==> config.mk <==
export PLATFORM = sky130hd
export DESIGN_NAME = lap_stopwatch
export DESIGN_NICKNAME = d
export VERILOG_FILES = /design/src/rtl/lap_stopwatch_pkg.sv /design/src/rtl/lap_stopwatch_key_debounce.sv /design/src/rtl/lap_stopwatch.sv
export SDC_FILE = /design/constraint.sdc
export NUM_CORES = 1
export LEC_CHECK = 0
export ABC_AREA = 1
export CAP_MARGIN = 15
export CORE_ASPECT_RATIO = 0.9
export CORE_MARGIN = 5
export CORE_UTILIZATION = 57
export DETAILED_ROUTE_END_ITERATION = 7
export GPL_ROUTABILITY_DRIVEN = 0
export PLACE_DENSITY = 0.74
export SLEW_MARGIN = 20
export SYNTH_ARGS = -nofsm -noshare
export SYNTH_HDL_FRONTEND = slang
export SYNTH_SLANG_ARGS = --single-unit
==> constraint.sdc <==
create_clock -name clk -period 1.75 [get_ports clk]
set_input_delay 0.35 -clock clk [delete_from_list [all_inputs] [get_ports clk]]
set_output_delay 0.35 -clock clk [all_outputs]
set_load 0.02 [all_outputs]
==> src/rtl/lap_stopwatch_pkg.sv <==
// lap_stopwatch_pkg: shared state, BCD time type and the mm:ss:cc increment helper.
package lap_stopwatch_pkg;

    typedef enum logic [1:0] {ST_IDLE, ST_RUN, ST_PAUSE} state_t;

    typedef struct packed {
        logic [3:0] mm_h;
        logic [3:0] mm_l;
        logic [3:0] ss_h;
        logic [3:0] ss_l;
        logic [3:0] cc_h;
        logic [3:0] cc_l;
    } bcd_time_t;

    localparam bcd_time_t TIME_ZERO = '0;

    typedef struct packed {
        bcd_time_t t;
        logic      wrap;
    } bcd_inc_t;

    function automatic bcd_inc_t bcd_time_inc(input bcd_time_t t, input int min_limit);
        bcd_inc_t   r;
        logic [3:0] lim_h;
        logic [3:0] lim_l;
        lim_h  = 4'(min_limit / 10);
        lim_l  = 4'(min_limit % 10);
        r.t    = t;
        r.wrap = 1'b0;
        if (t.cc_l != 4'd9)
            r.t.cc_l = t.cc_l + 4'd1;
        else begin
            r.t.cc_l = 4'd0;
            if (t.cc_h != 4'd9)
                r.t.cc_h = t.cc_h + 4'd1;
            else begin
                r.t.cc_h = 4'd0;
                if (t.ss_l != 4'd9)
                    r.t.ss_l = t.ss_l + 4'd1;
                else begin
                    r.t.ss_l = 4'd0;
                    if (t.ss_h != 4'd5)
                        r.t.ss_h = t.ss_h + 4'd1;
                    else begin
                        r.t.ss_h = 4'd0;
                        if (t.mm_h == lim_h && t.mm_l == lim_l) begin
                            r.t    = TIME_ZERO;
                            r.wrap = 1'b1;
                        end else if (t.mm_l != 4'd9)
                            r.t.mm_l = t.mm_l + 4'd1;
                        else begin
                            r.t.mm_l = 4'd0;
                            r.t.mm_h = t.mm_h + 4'd1;
                        end
                    end
                end
            end
        end
        return r;
    endfunction

endpackage

==> src/rtl/lap_stopwatch_key_debounce.sv <==
// key_debounce: 2-FF synchroniser plus stable-count debouncer; one pulse per accepted press.
module key_debounce #(
    parameter int DB_CYCLES = 1000000
) (
    input  logic clk,
    input  logic key_reset,
    input  logic raw_n,
    output logic press_pulse
);

    localparam int CW = $clog2(DB_CYCLES) + 1;

    logic [1:0]    r_sync;
    logic          r_level;
    logic [CW-1:0] r_cnt;
    logic          r_press;

    always_ff @(posedge clk or negedge key_reset) begin
        if (!key_reset) begin
            r_sync  <= 2'b11;
            r_level <= 1'b1;
            r_cnt   <= '0;
            r_press <= 1'b0;
        end else begin
            r_sync  <= {r_sync[0], raw_n};
            r_press <= 1'b0;
            if (r_sync[1] == r_level)
                r_cnt <= '0;
            else if (r_cnt == CW'(DB_CYCLES - 1)) begin
                r_level <= r_sync[1];
                r_cnt   <= '0;
                r_press <= !r_sync[1];
            end else
                r_cnt <= r_cnt + 1'b1;
        end
    end

    assign press_pulse = r_press;

endmodule

==> src/rtl/lap_stopwatch.sv <==
// lap_stopwatch: BCD mm:ss:cc stopwatch with run FSM, N-entry lap memory and browsable lap view.
module lap_stopwatch
    import lap_stopwatch_pkg::*;
#(
    parameter int TICK_DIV  = 500000,
    parameter int DB_CYCLES = 1000000,
    parameter int LAP_DEPTH = 8,
    parameter int MIN_LIMIT = 59
) (
    input  logic       clk,
    input  logic       key_reset,
    input  logic       key_start_pause,
    input  logic       key_lap,
    input  logic       key_clear,
    output logic [3:0] data0,
    output logic [3:0] data1,
    output logic [3:0] data2,
    output logic [3:0] data3,
    output logic [3:0] data4,
    output logic [3:0] data5,
    output logic       led_run,
    output logic       led_view,
    output logic       led_full,
    output logic       led_wrap
);

    localparam int PW = $clog2(TICK_DIV);
    localparam int IW = $clog2(LAP_DEPTH);
    localparam int CW = IW + 1;

    logic          w_start;
    logic          w_lap;
    logic          w_clear;
    state_t        r_state;
    state_t        w_state_next;
    logic [PW-1:0] r_presc;
    logic          w_tick;
    bcd_time_t     r_time;
    bcd_time_t     r_disp;
    bcd_inc_t      w_inc;
    bcd_time_t     r_lap [LAP_DEPTH];
    logic [CW-1:0] r_count;
    logic [IW-1:0] r_idx;
    logic          r_view;
    logic          r_wrap;
    logic          w_full;
    logic          w_lap_wr;
    logic          w_lap_view;

    key_debounce #(.DB_CYCLES(DB_CYCLES)) u_db_start (
        .clk(clk), .key_reset(key_reset), .raw_n(key_start_pause), .press_pulse(w_start)
    );
    key_debounce #(.DB_CYCLES(DB_CYCLES)) u_db_lap (
        .clk(clk), .key_reset(key_reset), .raw_n(key_lap), .press_pulse(w_lap)
    );
    key_debounce #(.DB_CYCLES(DB_CYCLES)) u_db_clear (
        .clk(clk), .key_reset(key_reset), .raw_n(key_clear), .press_pulse(w_clear)
    );

    assign w_full     = r_count == CW'(LAP_DEPTH);
    assign w_tick     = r_state == ST_RUN && r_presc == PW'(TICK_DIV - 1);
    assign w_inc      = bcd_time_inc(r_time, MIN_LIMIT);
    // Lap only acts when neither clear nor start claims the cycle.
    assign w_lap_wr   = w_lap && !w_clear && !w_start && r_state == ST_RUN && !w_full;
    assign w_lap_view = w_lap && !w_clear && !w_start && r_state != ST_RUN && r_count != '0;

    always_ff @(posedge clk or negedge key_reset) begin
        if (!key_reset)
            r_state <= ST_IDLE;
        else
            r_state <= w_state_next;
    end

    always_comb begin
        w_state_next = r_state;
        if (w_clear)
            w_state_next = ST_IDLE;
        else if (w_start)
            w_state_next = (r_state == ST_RUN) ? ST_PAUSE : ST_RUN;
    end

    always_ff @(posedge clk or negedge key_reset) begin
        if (!key_reset) begin
            r_presc <= '0;
            r_time  <= TIME_ZERO;
            r_wrap  <= 1'b0;
        end else if (w_clear) begin
            r_presc <= '0;
            r_time  <= TIME_ZERO;
            r_wrap  <= 1'b0;
        end else if (r_state == ST_RUN) begin
            r_presc <= w_tick ? '0 : r_presc + 1'b1;
            if (w_tick)
                r_time <= w_inc.t;
            if (w_tick && w_inc.wrap)
                r_wrap <= 1'b1;
        end
    end

    always_ff @(posedge clk or negedge key_reset) begin
        if (!key_reset) begin
            for (int i = 0; i < LAP_DEPTH; i++)
                r_lap[i] <= TIME_ZERO;
            r_count <= '0;
        end else if (w_clear)
            r_count <= '0;
        else if (w_lap_wr) begin
            r_lap[r_count[IW-1:0]] <= r_time;
            r_count                <= r_count + 1'b1;
        end
    end

    always_ff @(posedge clk or negedge key_reset) begin
        if (!key_reset) begin
            r_view <= 1'b0;
            r_idx  <= '0;
        end else if (w_clear || w_start) begin
            r_view <= 1'b0;
            r_idx  <= '0;
        end else if (w_lap_view) begin
            if (!r_view) begin
                r_view <= 1'b1;
                r_idx  <= '0;
            end else if ({1'b0, r_idx} == r_count - 1'b1) begin
                r_view <= 1'b0;
                r_idx  <= '0;
            end else
                r_idx <= r_idx + 1'b1;
        end
    end

    always_ff @(posedge clk or negedge key_reset) begin
        if (!key_reset)
            r_disp <= TIME_ZERO;
        else
            r_disp <= r_view ? r_lap[r_idx] : r_time;
    end

    assign data0    = r_disp.cc_l;
    assign data1    = r_disp.cc_h;
    assign data2    = r_disp.ss_l;
    assign data3    = r_disp.ss_h;
    assign data4    = r_disp.mm_l;
    assign data5    = r_disp.mm_h;
    assign led_run  = r_state == ST_RUN;
    assign led_view = r_view;
    assign led_full = w_full;
    assign led_wrap = r_wrap;

endmodule

==> impl_results.html <==
<table>
<tr><th>Metric</th><th>Value</th></tr>
<tr><th colspan="2">Run status</th></tr>
<tr><td>Run status</td><td>finished with violations</td></tr>
<tr><td>Failing checks</td><td>negative setup slack</td></tr>
<tr><th colspan="2">Die</th></tr>
<tr><td>DIE AREA</td><td>32800 µm²</td></tr>
<tr><td>Core Area</td><td>between 20000 and 30000 µm²</td></tr>
<tr><td>Io pins</td><td>33</td></tr>
<tr><td>Row count</td><td>59</td></tr>
<tr><td>Die Height</td><td>172 µm</td></tr>
<tr><td>Horizontal die dimension</td><td>~190 µm</td></tr>
<tr><td>Initial cell density of the core</td><td>57.7%</td></tr>
<tr><th colspan="2">Synth</th></tr>
<tr><td>Post-synth top cells</td><td>444 x sky130_fd_sc_hd__nand2_1, 336 x sky130_fd_sc_hd__dfrtp_1, 292 x sky130_fd_sc_hd__nor2_1, 220 x sky130_fd_sc_hd__o21ai_0, 159 x sky130_fd_sc_hd__inv_1</td></tr>
<tr><td>Total nets after synthesis</td><td>2066</td></tr>
<tr><td>Yosys warning count</td><td>0</td></tr>
<tr><td>Largest area contributor in the synthesized netlist</td><td>sky130_fd_sc_hd__dfrtp_1</td></tr>
<tr><td>Count of state elements after synthesis</td><td>345</td></tr>
<tr><td>Share of Yosys cell area claimed by the top area cell type</td><td>50.3%</td></tr>
<tr><td>Synthesized cell area</td><td>16700 µm²</td></tr>
<tr><td>Number of instances in the synthesized netlist</td><td>between 2000 and 2500</td></tr>
<tr><td>Count of flip-flops with a built-in enable after synthesis</td><td>0</td></tr>
<tr><td>Sequential-to-total area share from yosys stat</td><td>around half</td></tr>
<tr><td>Dominant synthesized flop cell</td><td>sky130_fd_sc_hd__dfrtp_1</td></tr>
<tr><td>Cell variety after synth</td><td>41</td></tr>
<tr><td>Top cells by area in the synthesized netlist</td><td>sky130_fd_sc_hd__dfrtp_1 50%, sky130_fd_sc_hd__nand2_1 10%, sky130_fd_sc_hd__o21ai_0 6.6%</td></tr>
<tr><td>FFs w/ async S/R, synth</td><td>100%</td></tr>
<tr><td>Synthesized area divided by synthesized cell count</td><td>8.17 µm²</td></tr>
<tr><td>Cell with the most instances after synthesis</td><td>sky130_fd_sc_hd__nand2_1</td></tr>
<tr><th colspan="2">CTS</th></tr>
<tr><td>Worst-skew pair later-pin latency</td><td>about 520 ps</td></tr>
<tr><td>Sink Count</td><td>roughly 350</td></tr>
<tr><td>Clock H-tree levels</td><td>2</td></tr>
<tr><td>Max clock buf depth</td><td>3</td></tr>
<tr><td>CTS tree</td><td>built</td></tr>
<tr><td>Clock transition at the register clock pins on the worst setup and hold paths after CTS</td><td>60 ps</td></tr>
<tr><td>CTS buffer count</td><td>38</td></tr>
<tr><td>Clock root buffer</td><td>sky130_fd_sc_hd__clkbuf_16</td></tr>
<tr><th colspan="2">Job</th></tr>
<tr><td>Max-cap violations</td><td>0</td></tr>
<tr><th colspan="2">Final layout</th></tr>
<tr><td>Number of nets in the layout</td><td>~2200</td></tr>
<tr><td>Final Instance Area</td><td>19900 µm²</td></tr>
<tr><td>Share of final-layout standard cells stronger than drive strength 1</td><td>14.5%</td></tr>
<tr><td>Layout-stage area growth over the synthesis result</td><td>19.3%</td></tr>
<tr><td>Number of inserted diodes</td><td>0</td></tr>
<tr><td>Core occupancy in the finished layout</td><td>68.9%</td></tr>
<tr><th colspan="2">Global route</th></tr>
<tr><td>Met1 demand-to-capacity share in global routing</td><td>roughly 34%</td></tr>
<tr><td>Layer carrying the most global-route usage</td><td>met2</td></tr>
<tr><td>Total routing usage reported by global routing</td><td>about 25%</td></tr>
<tr><td>GRT met3 Usage</td><td>3.73%</td></tr>
<tr><td>Number of antenna violations at the first check in global routing</td><td>0</td></tr>
<tr><td>First-pass GRT wire length</td><td>67800 µm</td></tr>
<tr><td>Sum of overflow across all layers after global routing</td><td>0</td></tr>
<tr><td>Number of global-route vias before repair</td><td>13800</td></tr>
<tr><td>Met2 Use GR</td><td>41.9%</td></tr>
<tr><td>Maximum number of pins on one net before global-route repair</td><td>78</td></tr>
<tr><th colspan="2">Power and ir drop</th></tr>
<tr><td>Peak VDD IR</td><td>0.000586 V</td></tr>
<tr><td>Total Power</td><td>between 15 and 20 mW</td></tr>
<tr><td>Lkg Pwr</td><td>8.98 nW</td></tr>
<tr><td>Power Density</td><td>between 800 and 900 nW/µm²</td></tr>
<tr><th colspan="2">Route</th></tr>
<tr><td>Antenna-violating nets left</td><td>0</td></tr>
<tr><td>Post-detailed-routing wire length</td><td>44600 µm</td></tr>
<tr><td>Drt first pass iters</td><td>6</td></tr>
<tr><td>Detail-routed via count per cell</td><td>5.69</td></tr>
<tr><td>DR iter-0 viols</td><td>1373</td></tr>
<tr><td>Remaining DRCs</td><td>0</td></tr>
<tr><td>Post-DR wirelength/cell</td><td>17.4 µm</td></tr>
<tr><td>Vias after detailed routing</td><td>14600</td></tr>
<tr><th colspan="2">Hold path</th></tr>
<tr><td>Type of the tightest min-delay check</td><td>primary input to asynchronous set/reset pin</td></tr>
<tr><th colspan="2">STA</th></tr>
<tr><td>Achievable Freq</td><td>564 MHz</td></tr>
<tr><td>Summed negative setup slack over all endpoints</td><td>-176 ps</td></tr>
<tr><td>Minimum period implied by the final worst setup slack</td><td>around 1800 ps</td></tr>
<tr><td>Ratio of final minimum period to clock period</td><td>101%</td></tr>
<tr><td>Minimum setup slack in the final design</td><td>-23.5 ps</td></tr>
<tr><td>Final hold violation count</td><td>0</td></tr>
<tr><td>Final setup violation count</td><td>17</td></tr>
<tr><td>Unrepaired setup endpoints after global routing</td><td>yes</td></tr>
<tr><td>Slew at the pin closest to its max-slew limit</td><td>589 ps</td></tr>
<tr><td>Final slew viol count</td><td>0</td></tr>
<tr><td>Max Clock Skew</td><td>23.5 ps</td></tr>
<tr><td>Max transition margin</td><td>60.6%</td></tr>
<tr><th colspan="2">Critical path</th></tr>
<tr><td>Maximum fanout encountered on the critical timing path</td><td>7</td></tr>
<tr><td>RR Endpoint</td><td>r_lap[123]$_DFFE_PN0P_</td></tr>
<tr><td>Critical path capture point type</td><td>flop</td></tr>
<tr><td>R2r worst-path depth</td><td>9</td></tr>
<tr><td>Kind of start point of the critical path</td><td>flop</td></tr>
<tr><td>Slack of the worst reg-to-reg path</td><td>-20 ps</td></tr>
<tr><td>Required time at the worst-slack endpoint</td><td>2140 ps</td></tr>
<tr><td>Setup CP Type</td><td>flop to flop</td></tr>
<tr><td>Arrival time at the worst endpoint</td><td>2160 ps</td></tr>
<tr><td>Worst reg2reg startpoint</td><td>u_db_clear.press_pulse$_DFF_PN0_</td></tr>
<tr><th colspan="2">Placement</th></tr>
<tr><td>Placement-stage cell area</td><td>~18000 µm²</td></tr>
<tr><td>DP HPWL</td><td>approximately 25000 µm</td></tr>
<tr><td>PortBufs</td><td>32</td></tr>
<tr><td>Post-placement setup slack</td><td>-45.5 ps</td></tr>
</table>
[worst max path at each step]
| stage | from | end | slack, ps |
|---|---|---|---|
| floorplan | r_count[0]$_DFFE_PN0P_ | r_lap[111]$_DFFE_PN0P_ | 30 |
| global placement | r_count[0]$_DFFE_PN0P_ | led_full | 50 |
| detailed placement | r_presc[1]$_DFFE_PN0N_ | r_time[4]$_DFFE_PN0P_ | -50 |
| CTS | r_count[0]$_DFFE_PN0P_ | led_full | -50 |
| global route | u_db_clear.press_pulse$_DFF_PN0_ | r_lap[124]$_DFFE_PN0P_ | -130 |
| finish | u_db_clear.press_pulse$_DFF_PN0_ | r_lap[123]$_DFFE_PN0P_ | -20 |
[through the flow]
step                std cells  hold WS, ps
global placement         2468          192
global route             2566          228
floorplan                2044         54.4
finish                   2566          246
CTS                      2536          227
detailed placement       2468          191
[cell type report]
class	instances	area, µm²
Tap cell	396	495
Timing Repair Buffer	155	1670
Inverter	170	643
Fill cell	2292	9010
Multi-Input combinational cell	1433	7210
Sequential cell	345	8650
Clock buffer	61	1190
Clock inverter	6	68.8
[report_power, final]
| part | switching [mW] | total (mW) | internal, mW |
|---|---|---|---|
| Sequential | 0.0191 | 8.03 | 8.01 |
| Combinational | 0.215 | 0.301 | 0.0859 |
| Clock | 3.18 | 7.98 | 4.80 |
| Total | 3.42 | 16.3 | 12.9 |
[repair_timing]
action | in CTS | in global routing
gates resized for setup | 37 | 111
hold buffers | 1 | 0
endpoints found under the setup margin | 36 | 224
hold endpoints to repair | 89 | 0
pin swaps | 0 | 9
cloned | 0 | 14
setup buffers | 0 | 16
[critical path: stages, from the launching register on]
cell and delay (ps):
sky130_fd_sc_hd__dfrtp_1 390, sky130_fd_sc_hd__inv_2 80, sky130_fd_sc_hd__nand2_4 70, sky130_fd_sc_hd__nor3_4 240, sky130_fd_sc_hd__nand2_2 140, sky130_fd_sc_hd__nor2_4 220
sky130_fd_sc_hd__nand2_8 140, sky130_fd_sc_hd__clkbuf_16 230, sky130_fd_sc_hd__nand2_1 70, sky130_fd_sc_hd__o21ai_1 60
[state kept, by name (all words and copies together), names as in the netlist, 3 cells and up]
register          count
r_idx                 3
r_presc              19
data3                 4
r_time               24
data1                 4
data2                 4
data4                 4
u_db_start.r_cnt     21
data0                 4
r_count               4
u_db_lap.r_cnt       21
u_db_clear.r_cnt     21
r_lap               192
data5                 4
[per-layer routing]
layer / wire length, µm / part of all wire (%)
met2: 21000 / 47
met3: 3160 / 7.1
met1: 19000 / 43
met5: 0 / 0
met4: 1500 / 3.4
[cell families (layout without fill, tap and decap cells)]
family	after synthesis	after routing	synth area share [%]
AO/OA/AOI/OAI	445	445	14.5
XOR/XNOR	43	43	2.25
adder cells (fa/ha/maj)	17	17	1.27
buffers and inverters	266	392	7.13
flip-flops	345	345	51.7
AND/OR/NAND/NOR	928	928	23.1
[placed cells by master, fill, tap and decap left out, types with 7 or more instances in the layout]
| cell | synthesis | layout |
|---|---|---|
| sky130_fd_sc_hd__inv_1 | 159 | 152 |
| sky130_fd_sc_hd__clkbuf_16 | 0 | 48 |
| sky130_fd_sc_hd__clkinv_1 | 8 | 8 |
| sky130_fd_sc_hd__buf_12 | 0 | 21 |
| sky130_fd_sc_hd__dfstp_2 | 9 | 9 |
| sky130_fd_sc_hd__nor2_1 | 292 | 289 |
| sky130_fd_sc_hd__dfrtp_1 | 336 | 332 |
| sky130_fd_sc_hd__clkbuf_1 | 43 | 9 |
| sky130_fd_sc_hd__o21ai_2 | 17 | 30 |
| sky130_fd_sc_hd__ha_1 | 17 | 14 |
| sky130_fd_sc_hd__nor2_2 | 6 | 7 |
| sky130_fd_sc_hd__clkbuf_8 | 0 | 13 |
| sky130_fd_sc_hd__nand3_1 | 96 | 91 |
| sky130_fd_sc_hd__xor2_1 | 36 | 36 |
| sky130_fd_sc_hd__dlygate4sd2_1 | 0 | 26 |
| sky130_fd_sc_hd__o21ai_0 | 220 | 212 |
| sky130_fd_sc_hd__o211ai_1 | 48 | 48 |
| sky130_fd_sc_hd__xnor2_1 | 7 | 7 |
| sky130_fd_sc_hd__nand2_2 | 9 | 30 |
| sky130_fd_sc_hd__buf_6 | 20 | 10 |
| sky130_fd_sc_hd__nand2_1 | 444 | 405 |
| sky130_fd_sc_hd__a21oi_1 | 42 | 42 |
| sky130_fd_sc_hd__nor3_1 | 31 | 28 |
| sky130_fd_sc_hd__inv_2 | 2 | 9 |
| sky130_fd_sc_hd__nand2_4 | 1 | 18 |
| sky130_fd_sc_hd__buf_4 | 2 | 82 |
| sky130_fd_sc_hd__o21ai_1 | 109 | 104 |
| sky130_fd_sc_hd__nand4_1 | 31 | 31 |
Power figures use the tool's default switching activity.
